**src/rtl/efpga_arbiter.sv**
```systemverilog
// rtl/efpga_arbiter.sv - round-robin arbiter sharing one eFPGA accelerator port among NumReq cores
// Define EFPGA_ARB_TIMEOUT_EN to build the delay-scaled WAIT timeout counter and res_err_o.
module efpga_arbiter #(
  parameter int NumReq = 2
) (
  input  logic                 clk_i,
  input  logic                 rst_ni,
  input  logic [NumReq-1:0]    req_valid_i,
  input  logic [32*NumReq-1:0] req_operand_a_i,
  input  logic [32*NumReq-1:0] req_operand_b_i,
  input  logic [2*NumReq-1:0]  req_operator_i,
  input  logic [4*NumReq-1:0]  req_delay_i,
  output logic [NumReq-1:0]    req_done_o,
  output logic [31:0]          res_a_o,
  output logic [31:0]          res_b_o,
  output logic [31:0]          res_c_o,
  output logic                 res_err_o,
  output logic                 busy_o,
  output logic [2:0]           grant_idx_o,
  output logic [31:0]          eFPGA_operand_a_o,
  output logic [31:0]          eFPGA_operand_b_o,
  output logic [1:0]           eFPGA_operator_o,
  output logic [3:0]           eFPGA_delay_o,
  output logic                 eFPGA_en_o,
  output logic                 eFPGA_write_strobe_o,
  input  logic [31:0]          eFPGA_result_a_i,
  input  logic [31:0]          eFPGA_result_b_i,
  input  logic [31:0]          eFPGA_result_c_i,
  input  logic                 eFPGA_fpga_done_i
);

  typedef enum logic [1:0] {IDLE, ISSUE, WAIT, RESP} state_e;

  state_e            state_q, state_d;
  logic [2:0]        rr_ptr_q;
  logic [NumReq-1:0] rot;
  logic [2:0]        rot_off;
  logic [3:0]        pick_sum;
  logic [2:0]        pick_idx;
  logic              pick_valid;
  logic [31:0]       sel_a, sel_b;
  logic [1:0]        sel_op;
  logic [3:0]        sel_dl;
  logic              timeout;

  // Rotate the request vector so bit 0 is the round-robin pointer, then take the lowest set bit.
  assign rot = NumReq'({req_valid_i, req_valid_i} >> rr_ptr_q);

  always_comb begin
    rot_off = '0;
    for (int k = NumReq - 1; k >= 0; k--) begin
      if (rot[k]) rot_off = 3'(k);
    end
    pick_valid = |req_valid_i;
    pick_sum   = {1'b0, rr_ptr_q} + {1'b0, rot_off};
    pick_idx   = (pick_sum >= 4'(NumReq)) ? 3'(pick_sum - 4'(NumReq)) : pick_sum[2:0];
  end

  always_comb begin
    sel_a  = '0;
    sel_b  = '0;
    sel_op = '0;
    sel_dl = '0;
    for (int i = 0; i < NumReq; i++) begin
      if (pick_idx == 3'(i)) begin
        sel_a  = req_operand_a_i[32*i +: 32];
        sel_b  = req_operand_b_i[32*i +: 32];
        sel_op = req_operator_i[2*i +: 2];
        sel_dl = req_delay_i[4*i +: 4];
      end
    end
  end

  always_ff @(posedge clk_i or negedge rst_ni) begin
    if (!rst_ni) begin
      state_q <= IDLE;
    end else begin
      state_q <= state_d;
    end
  end

  always_comb begin
    state_d              = state_q;
    busy_o               = 1'b0;
    eFPGA_en_o           = 1'b0;
    eFPGA_write_strobe_o = 1'b0;
    req_done_o           = '0;
    case (state_q)
      IDLE: begin
        if (pick_valid) state_d = ISSUE;
      end
      ISSUE: begin
        busy_o               = 1'b1;
        eFPGA_en_o           = 1'b1;
        eFPGA_write_strobe_o = 1'b1;
        state_d              = WAIT;
      end
      WAIT: begin
        busy_o     = 1'b1;
        eFPGA_en_o = 1'b1;
        if (eFPGA_fpga_done_i || timeout) state_d = RESP;
      end
      RESP: begin
        busy_o = 1'b1;
        for (int i = 0; i < NumReq; i++) begin
          req_done_o[i] = (grant_idx_o == 3'(i));
        end
        state_d = IDLE;
      end
      default: state_d = IDLE;
    endcase
  end

  always_ff @(posedge clk_i or negedge rst_ni) begin
    if (!rst_ni) begin
      rr_ptr_q          <= '0;
      grant_idx_o       <= '0;
      eFPGA_operand_a_o <= '0;
      eFPGA_operand_b_o <= '0;
      eFPGA_operator_o  <= '0;
      eFPGA_delay_o     <= '0;
      res_a_o           <= '0;
      res_b_o           <= '0;
      res_c_o           <= '0;
    end else begin
      case (state_q)
        IDLE: begin
          if (pick_valid) begin
            grant_idx_o       <= pick_idx;
            eFPGA_operand_a_o <= sel_a;
            eFPGA_operand_b_o <= sel_b;
            eFPGA_operator_o  <= sel_op;
            eFPGA_delay_o     <= sel_dl;
          end
        end
        WAIT: begin
          // A done arriving together with counter expiry still counts as success.
          if (eFPGA_fpga_done_i) begin
            res_a_o <= eFPGA_result_a_i;
            res_b_o <= eFPGA_result_b_i;
            res_c_o <= eFPGA_result_c_i;
          end else if (timeout) begin
            res_a_o <= '0;
            res_b_o <= '0;
            res_c_o <= '0;
          end
        end
        RESP: begin
          rr_ptr_q <= (grant_idx_o == 3'(NumReq - 1)) ? 3'd0 : grant_idx_o + 3'd1;
        end
        default: ;
      endcase
    end
  end

`ifdef EFPGA_ARB_TIMEOUT_EN
  logic [7:0] cnt_q;
  logic       err_q;

  // Load 16*(delay+1)-1 so WAIT lasts at most 16*(delay+1) cycles.
  always_ff @(posedge clk_i or negedge rst_ni) begin
    if (!rst_ni) begin
      cnt_q <= '0;
      err_q <= 1'b0;
    end else if (state_q == ISSUE) begin
      cnt_q <= {eFPGA_delay_o, 4'hF};
    end else if (state_q == WAIT) begin
      if (eFPGA_fpga_done_i) begin
        err_q <= 1'b0;
      end else if (cnt_q == 8'd0) begin
        err_q <= 1'b1;
      end else begin
        cnt_q <= cnt_q - 8'd1;
      end
    end
  end

  assign timeout   = (cnt_q == 8'd0);
  assign res_err_o = err_q;
`else
  assign timeout   = 1'b0;
  assign res_err_o = 1'b0;
`endif

endmodule
```
**config.mk**
```make
export PLATFORM = sky130hd
export DESIGN_NAME = efpga_arbiter
export DESIGN_NICKNAME = d
export VERILOG_FILES = /design/src/rtl/efpga_arbiter.sv
export SDC_FILE = /design/constraint.sdc
export NUM_CORES = 1
export LEC_CHECK = 0
export CAP_MARGIN = 30
export CORE_MARGIN = 5
export CORE_UTILIZATION = 38
export CTS_CLUSTER_DIAMETER = 80
export DETAILED_ROUTE_END_ITERATION = 6
export PLACE_DENSITY = 0.78
export SYNTH_ARGS = -nofsm -noshare
export SYNTH_HDL_FRONTEND = slang
export SYNTH_SLANG_ARGS = --single-unit
export TNS_END_PERCENT = 30
```
**constraint.sdc**
```tcl
create_clock -name clk_i -period 1.65 [get_ports clk_i]
set_input_delay 0.33 -clock clk_i [delete_from_list [all_inputs] [get_ports clk_i]]
set_output_delay 0.33 -clock clk_i [all_outputs]
set_load 0.1 [all_outputs]
```
==> results.yml, run 1 <==
setup_path:
  path_delay_family: "flip-flops"
  timing.rr.start: "state_q[0]$_DFFE_PN0P_"
  required_ps: 1320
  cp.buffers_inverters: 1
  timing_worst_setup_path_type: "flop to primary output"
  critPathCaptureType: "primary output"
  path_cells: "nor4bb_4 > buf_12"
  cp-startpoint: "grant_idx_o[2]$_DFFE_PN0P_"
  rrSetupSlack_ps: -80
  worst-path-stages: 2
  critPathMaxStageDelay_ps: 520
  cp-start-kind: "flop"
  crit_slowest_cell: "dfrtp_4"
  r2r-end: "res_b_o[2]$_DFFE_PN0P_"
  reg2regPathDepth: 6
  crit_fanout: 3
  crit_arrival_ps: 1500
  crit_end: "req_done_o[1]"
status:
  run_status: "finished with violations"
  violations: "setup timing"
synth:
  avgSynthCellArea_um2: 11.8
  syn-cell-area_um2: 8820
  synth_nets: 991
  ys_seq_area_frac: 0.494
  synthArstFlopShare: 1.00
  synth_seq_cells: 174
  synth_edf_count: 0
  ys_warn_count: 0
  postSynthCellCount: 745
  ys.flop_type: "dfrtp_1"
  synth_cell_types: 29
floorplan:
  die_w_um: 162
  io_pins: 416
  initial_core_util: 0.387
  die_y_um: 162
  die-area_um2: 26400
  core-area_um2: 22800
  rows: 55
global_routing:
  grt-ovfl-total: 0
  grt_pass1_vias: 8487
  grt.total_usage: 0.256
  grt_max_degree: 72
  antenna_found_initial: 4
  grt_pass1_wl_um: 51900
timing:
  rsz0062_at_grt: "true"
  worst_slack_ps: -178
  worst_pin_slew_ps: 640
  hold_viol: 0
  fin_hold_ws_ps: 349
  slew_headroom: 0.572
  final-max-slew-violation-count: 0
  skew_ps: 13.9
  max_freq_mhz: 547
  setup_viol: 71
  min_period_ps: 1830
  finalCritPeriodShare: 1.11
placement:
  post-dp-hpwl_um: 25300
  place.gp.congestion: 0.841
  dp_cells: 1431
  post-place-ws_ps: -284
  port_buffers: 414
drt:
  drtAntennaViolNets: 0
  first_iter_violations: 515
  routed_wirelength_um: 36800
  via_per_inst: 5.45
  vias: 8116
  wl_per_cell_um: 24.7
  dr.pass1.iters: 5
  drc: 0
cells_and_area:
  n_fill_cell: 1516
  layout-drive-gt1-share: 0.392
  fin_cells: 1490
  areaGrowthSynthToFinish_pct: 85.9
  regArea_um2: 4370
  multi_input_area_um2: 4280
  nNetsFinal: 1409
  utilization: 0.720
clock_network:
  cts-buffers-inserted: 17
  cts-root-buf: "clkbuf_16"
  cts_tree: "built"
  cts_sinks: 174
  clock_latency_ps: 420
  clk_pin_slew_ps: 70
  h-tree-depth: 4
  cts_max_path_buffers: 2
worst_hold_path:
  min_path_type: "input port to async pin"
run:
  drv_cap: 0
==> sequential cells by signal, indices dropped and copies added (netlist names) <==
signal             count
eFPGA_delay_o          4
eFPGA_operand_a_o     32
eFPGA_operand_b_o     32
eFPGA_operator_o       2
grant_idx_o            3
res_a_o               32
res_b_o               32
res_c_o               32
rr_ptr_q               3
state_q                2
==> cell type report <==
type	instances	area share
inverters	5	0.00137
well taps	313	0.0239
flip-flops and latches	174	0.266
diodes	2	0.000305
clock inverters	14	0.00877
repair buffers	478	0.412
multi-input cells	487	0.261
clock buffers	17	0.0259
==> layout by cell type (no fill, tap or decap), types with 3 or more instances in the layout <==
cell             synthesis  final
dfrtp_1                174    169
clkbuf_16                0     21
a21oi_1                  3      3
nor2b_1                 71     71
nor2_1                   4      4
clkdlybuf4s50_1          0    238
o211ai_2                70     70
mux2_4                   0     14
buf_6                    7      7
o2111ai_1               70     70
buf_4                    1     31
mux2_2                  98     84
nand2_1                 79     78
inv_8                    0      4
buf_12                   0    191
clkinvlp_4               0      4
inv_2                    1      3
buf_16                   0      4
nand3b_1                71     71
ha_4                     0      4
dfrtp_4                  0      4
inv_6                    0      3
==> worst reg2reg max path, cell delays in order, from the launching register on <==
cell and delay, ps:
dfrtp_1 430, inv_2 110, buf_6 110, ha_4 250, nand2_4 180, buf_16 230, mux2_2 290
==> cells by family (layout without fill, tap and decap cells) <==
kind of cell	count (synthesis)	count (layout)	synth area share
AO/OA/AOI/OAI	150	150	0.176
XOR/XNOR	1	1	0.000993
adder cells (fa/ha/maj)	5	5	0.00709
buffers and inverters	86	514	0.0454
flip-flops	174	174	0.494
multiplexers	99	99	0.126
other	1	3	0.000425
AND/OR/NAND/NOR	229	231	0.150
==> stage by stage <==
step / instance area, um2 / setup TNS [ps]
floorplan: 8880 / -1490
global placement: 15300 / -18020
detailed placement: 15300 / -22510
CTS: 16200 / -2520
global route: 16400 / -6160
finish: 16400 / -2670
==> synthesized netlist by cell type, drive strengths merged (2+ instances only) <==
cell type | instances | area (um2)
dfrtp | 174 | 4350
mux2 | 98 | 1100
nand2 | 79 | 297
nand3b | 71 | 533
nor2b | 71 | 444
o2111ai | 70 | 613
o211ai | 70 | 876
clkbuf | 53 | 199
buf | 28 | 183
ha | 5 | 62.6
inv | 5 | 18.8
nor2 | 5 | 21.3
a21oi | 3 | 15.0
o21a | 2 | 15.0
o21ai | 2 | 10.0
==> how the worst min path moves through the flow <==
| stage | start | to | slack [ps] | cells after the start |
|---|---|---|---|---|
| finish | rst_ni | eFPGA_operand_a_o[25]$_DFFE_PN0P_ | 350 | 2 |
| global route | rst_ni | eFPGA_operand_a_o[25]$_DFFE_PN0P_ | 380 | 2 |
| CTS | rst_ni | eFPGA_operand_a_o[25]$_DFFE_PN0P_ | 350 | 2 |
| detailed placement | rst_ni | eFPGA_operand_a_o[25]$_DFFE_PN0P_ | 240 | 1 |
| global placement | rst_ni | eFPGA_operand_a_o[25]$_DFFE_PN0P_ | 240 | 1 |
| floorplan | rst_ni | eFPGA_delay_o[0]$_DFFE_PN0P_ | 30 | 0 |
==> routing by layer <==
layer / up-vias / wire length (um) / global-route usage
met5: - / 21 / 0
li1: 3565 / - / -
met4: 4 / 1590 / 0.100
met2: 388 / 19000 / 0.449
met1: 4080 / 13300 / 0.295
met3: 79 / 2810 / 0.0726
==> repair_timing <==
item,4_1_cts,5_1_grt
resized for setup,26,14
setup endpoints to repair,55,136
gates cloned,3,8
pin swaps,5,7
hold buffers,1,0
buffers inserted,12,2
hold endpoints to repair,20,0
Power of run 1 is not shown: default switching activity piles up to over one toggle a cycle in this logic, so the estimate is an artifact.
==> run 2: changes to the inputs <==
--- a/config.mk
+++ b/config.mk
@@ -8,7 +8,7 @@
 export CAP_MARGIN = 30
 export CORE_MARGIN = 5
 export CORE_UTILIZATION = 38
-export CTS_CLUSTER_DIAMETER = 80
+export CTS_CLUSTER_DIAMETER = 120
 export DETAILED_ROUTE_END_ITERATION = 6
 export PLACE_DENSITY = 0.78
 export SYNTH_ARGS = -nofsm -noshare
==> results of run 2 <==
No change in the layout: final DEF, timing and power equal those of run 1.
Power of run 2 is left out for the same reason.
==> run 3: changes to the inputs <==
--- a/config.mk
+++ b/config.mk
@@ -11,6 +11,8 @@
 export CTS_CLUSTER_DIAMETER = 120
 export DETAILED_ROUTE_END_ITERATION = 6
 export PLACE_DENSITY = 0.78
+export SKIP_LAST_GASP = 1
+export SLEW_MARGIN = 0
 export SYNTH_ARGS = -nofsm -noshare
 export SYNTH_HDL_FRONTEND = slang
 export SYNTH_SLANG_ARGS = --single-unit
==> run 3 against run 2 <==
The flow still finishes with violations (setup timing). Global-route usage barely moved. Via count increased by 0.80%. Wire length is 1.8% higher. Sequential cell count unchanged. Final area up 0.95%. Setup slack lost 33 ps.
==> results.yml, run 3 (synthesis gave the netlist of run 1 again) <==
drt:
  dr.pass1.iters: 5
  via_per_inst: 5.46
  wl_per_cell_um: 25.0
  routed_wirelength_um: 37400
  first_iter_violations: 539
  drc: 0
  drtAntennaViolNets: 0
  vias: 8181
status:
  run_status: "finished with violations"
  violations: "setup timing"
setup_path:
  reg2regPathDepth: 8
  critPathCaptureType: "flop"
  cp-start-kind: "flop"
  crit_arrival_ps: 2180
  timing.rr.start: "state_q[0]$_DFFE_PN0P_"
  required_ps: 1970
  timing_worst_setup_path_type: "flop to flop"
  r2r-end: "res_c_o[21]$_DFFE_PN0P_"
  rrSetupSlack_ps: -210
  crit_fanout: 8
cells_and_area:
  layout-drive-gt1-share: 0.396
  nNetsFinal: 1417
  n_fill_cell: 1477
  layout_commonest_cell: "clkdlybuf4s50_1"
  areaGrowthSynthToFinish_pct: 87.7
  fin_cells: 1499
  layout_common_cells: "238 x clkdlybuf4s50_1, 195 x buf_12, 169 x dfrtp_1, 78 x nand2_1, 72 x mux2_2"
timing:
  skew_ps: 13.9
  hold_viol: 0
  setup_tns_ps: -12640
  worst_pin_slew_ps: 559
  rsz0062_at_grt: "true"
  slew_headroom: 0.628
  finalCritPeriodShare: 1.13
  min_period_ps: 1860
  max_freq_mhz: 537
  final-max-slew-violation-count: 0
  setup_viol: 103
  worst_slack_ps: -212
placement:
  port_buffers: 414
  place.gp.congestion: 0.841
  post-dp-hpwl_um: 25300
  post-place-ws_ps: -284
  dp_cells: 1431
run:
  drv_cap: 0
global_routing:
  grt_pass1_wl_um: 52000
  grt_pass1_vias: 8503
  grt-ovfl-total: 0
  grt.total_usage: 0.256
  grt-busiest-layer: "met2"
  met1_usage: 0.295
  grt_max_degree: 72
  antenna_found_initial: 6
  grt_use_met2: 0.453
  grt_use_met3: 0.0691
clock_network:
  cts_tree: "built"
  cts-buffers-inserted: 17
  cts_max_path_buffers: 2
  clock_latency_ps: 420
  clk_pin_slew_ps: 80
  cts-root-buf: "clkbuf_16"
  cts_sinks: 174
  h-tree-depth: 4
floorplan:
  die_w_um: 162
  die_y_um: 162
  io_pins: 416
  rows: 55
  die-area_um2: 26400
  initial_core_util: 0.387
  core-area_um2: 22800
worst_hold_path:
  min_path_type: "input port to async pin"
## run 3: cell count changes in the layout (fill, tap and decap cells not counted)
| cell | delta |
|---|---|
| buf_4 | +5 |
| nor3b_1 | +1 |
| mux2_4 | +12 |
| clkbuf_16 | +1 |
| nor3b_2 | -1 |
| mux2_2 | -12 |
| nand2_4 | -1 |
| buf_6 | -1 |
| o21a_4 | -1 |
| diode_2 | +1 |
| o21a_2 | +1 |
| buf_12 | +4 |
## run 3: worst max path at each step
| stage | depth (start not counted) | endpoint | slack [ps] | from |
|---|---|---|---|---|
| floorplan | 1 | req_done_o[1] | -480 | grant_idx_o[2]$_DFFE_PN0P_ |
| global placement | 5 | eFPGA_delay_o[1]$_DFFE_PN0P_ | -230 | req_valid_i[1] |
| detailed placement | 5 | eFPGA_operand_b_o[0]$_DFFE_PN0P_ | -280 | req_valid_i[1] |
| CTS | 2 | req_done_o[0] | -200 | grant_idx_o[1]$_DFFE_PN0P_ |
| global route | 8 | res_c_o[21]$_DFFE_PN0P_ | -240 | state_q[0]$_DFFE_PN0P_ |
| finish | 8 | res_c_o[21]$_DFFE_PN0P_ | -210 | state_q[0]$_DFFE_PN0P_ |
## run 3: timing repair
action	in CTS	in global routing
cloned	3	7
endpoints found under the setup margin	55	147
pin swaps	4	3
buffers inserted	12	11
hold endpoints to repair	20	0
hold buffers	1	0
resized for setup	17	33
## run 3: worst max-delay path, cell delays in order, from the launching register on
cell and delay [ps]:
dfrtp_1 430, inv_2 110, buf_6 100, buf_6 90, ha_4 220, nand2_8 130
buf_12 200, clkbuf_16 160, mux2_4 310
## run 3: layout make-up
class	instances	area (um2)	share of cell area
multi-input combinational	486	4310	0.260
inverter	5	22.5	0.00136
clock buffer	17	425	0.0257
clock inverter	14	144	0.00869
antenna	3	7.51	0.000453
tap	313	392	0.0237
timing repair buffer	487	6890	0.416
sequential	174	4370	0.264
## run 3: layer usage
metal	vias up	share of wire
li1	3580	-
met1	4100	0.36
met2	405	0.52
met3	90	0.076
met4	6	0.046
met5	-	0.0012
## run 3: per-stage QoR
| stage | hold WS [ps] | utilization | area, um2 |
|---|---|---|---|
| 6_report | 352 | 0.727 | 16600 |
| 5_1_grt | 376 | 0.727 | 16600 |
| 3_5_place_dp | 242 | 0.672 | 15300 |
| 2_1_floorplan | 34.4 | - | 8880 |
| 3_3_place_gp | 242 | 0.672 | 15300 |
| 4_1_cts | 347 | 0.709 | 16200 |
Power of run 3 is left out for the same reason.
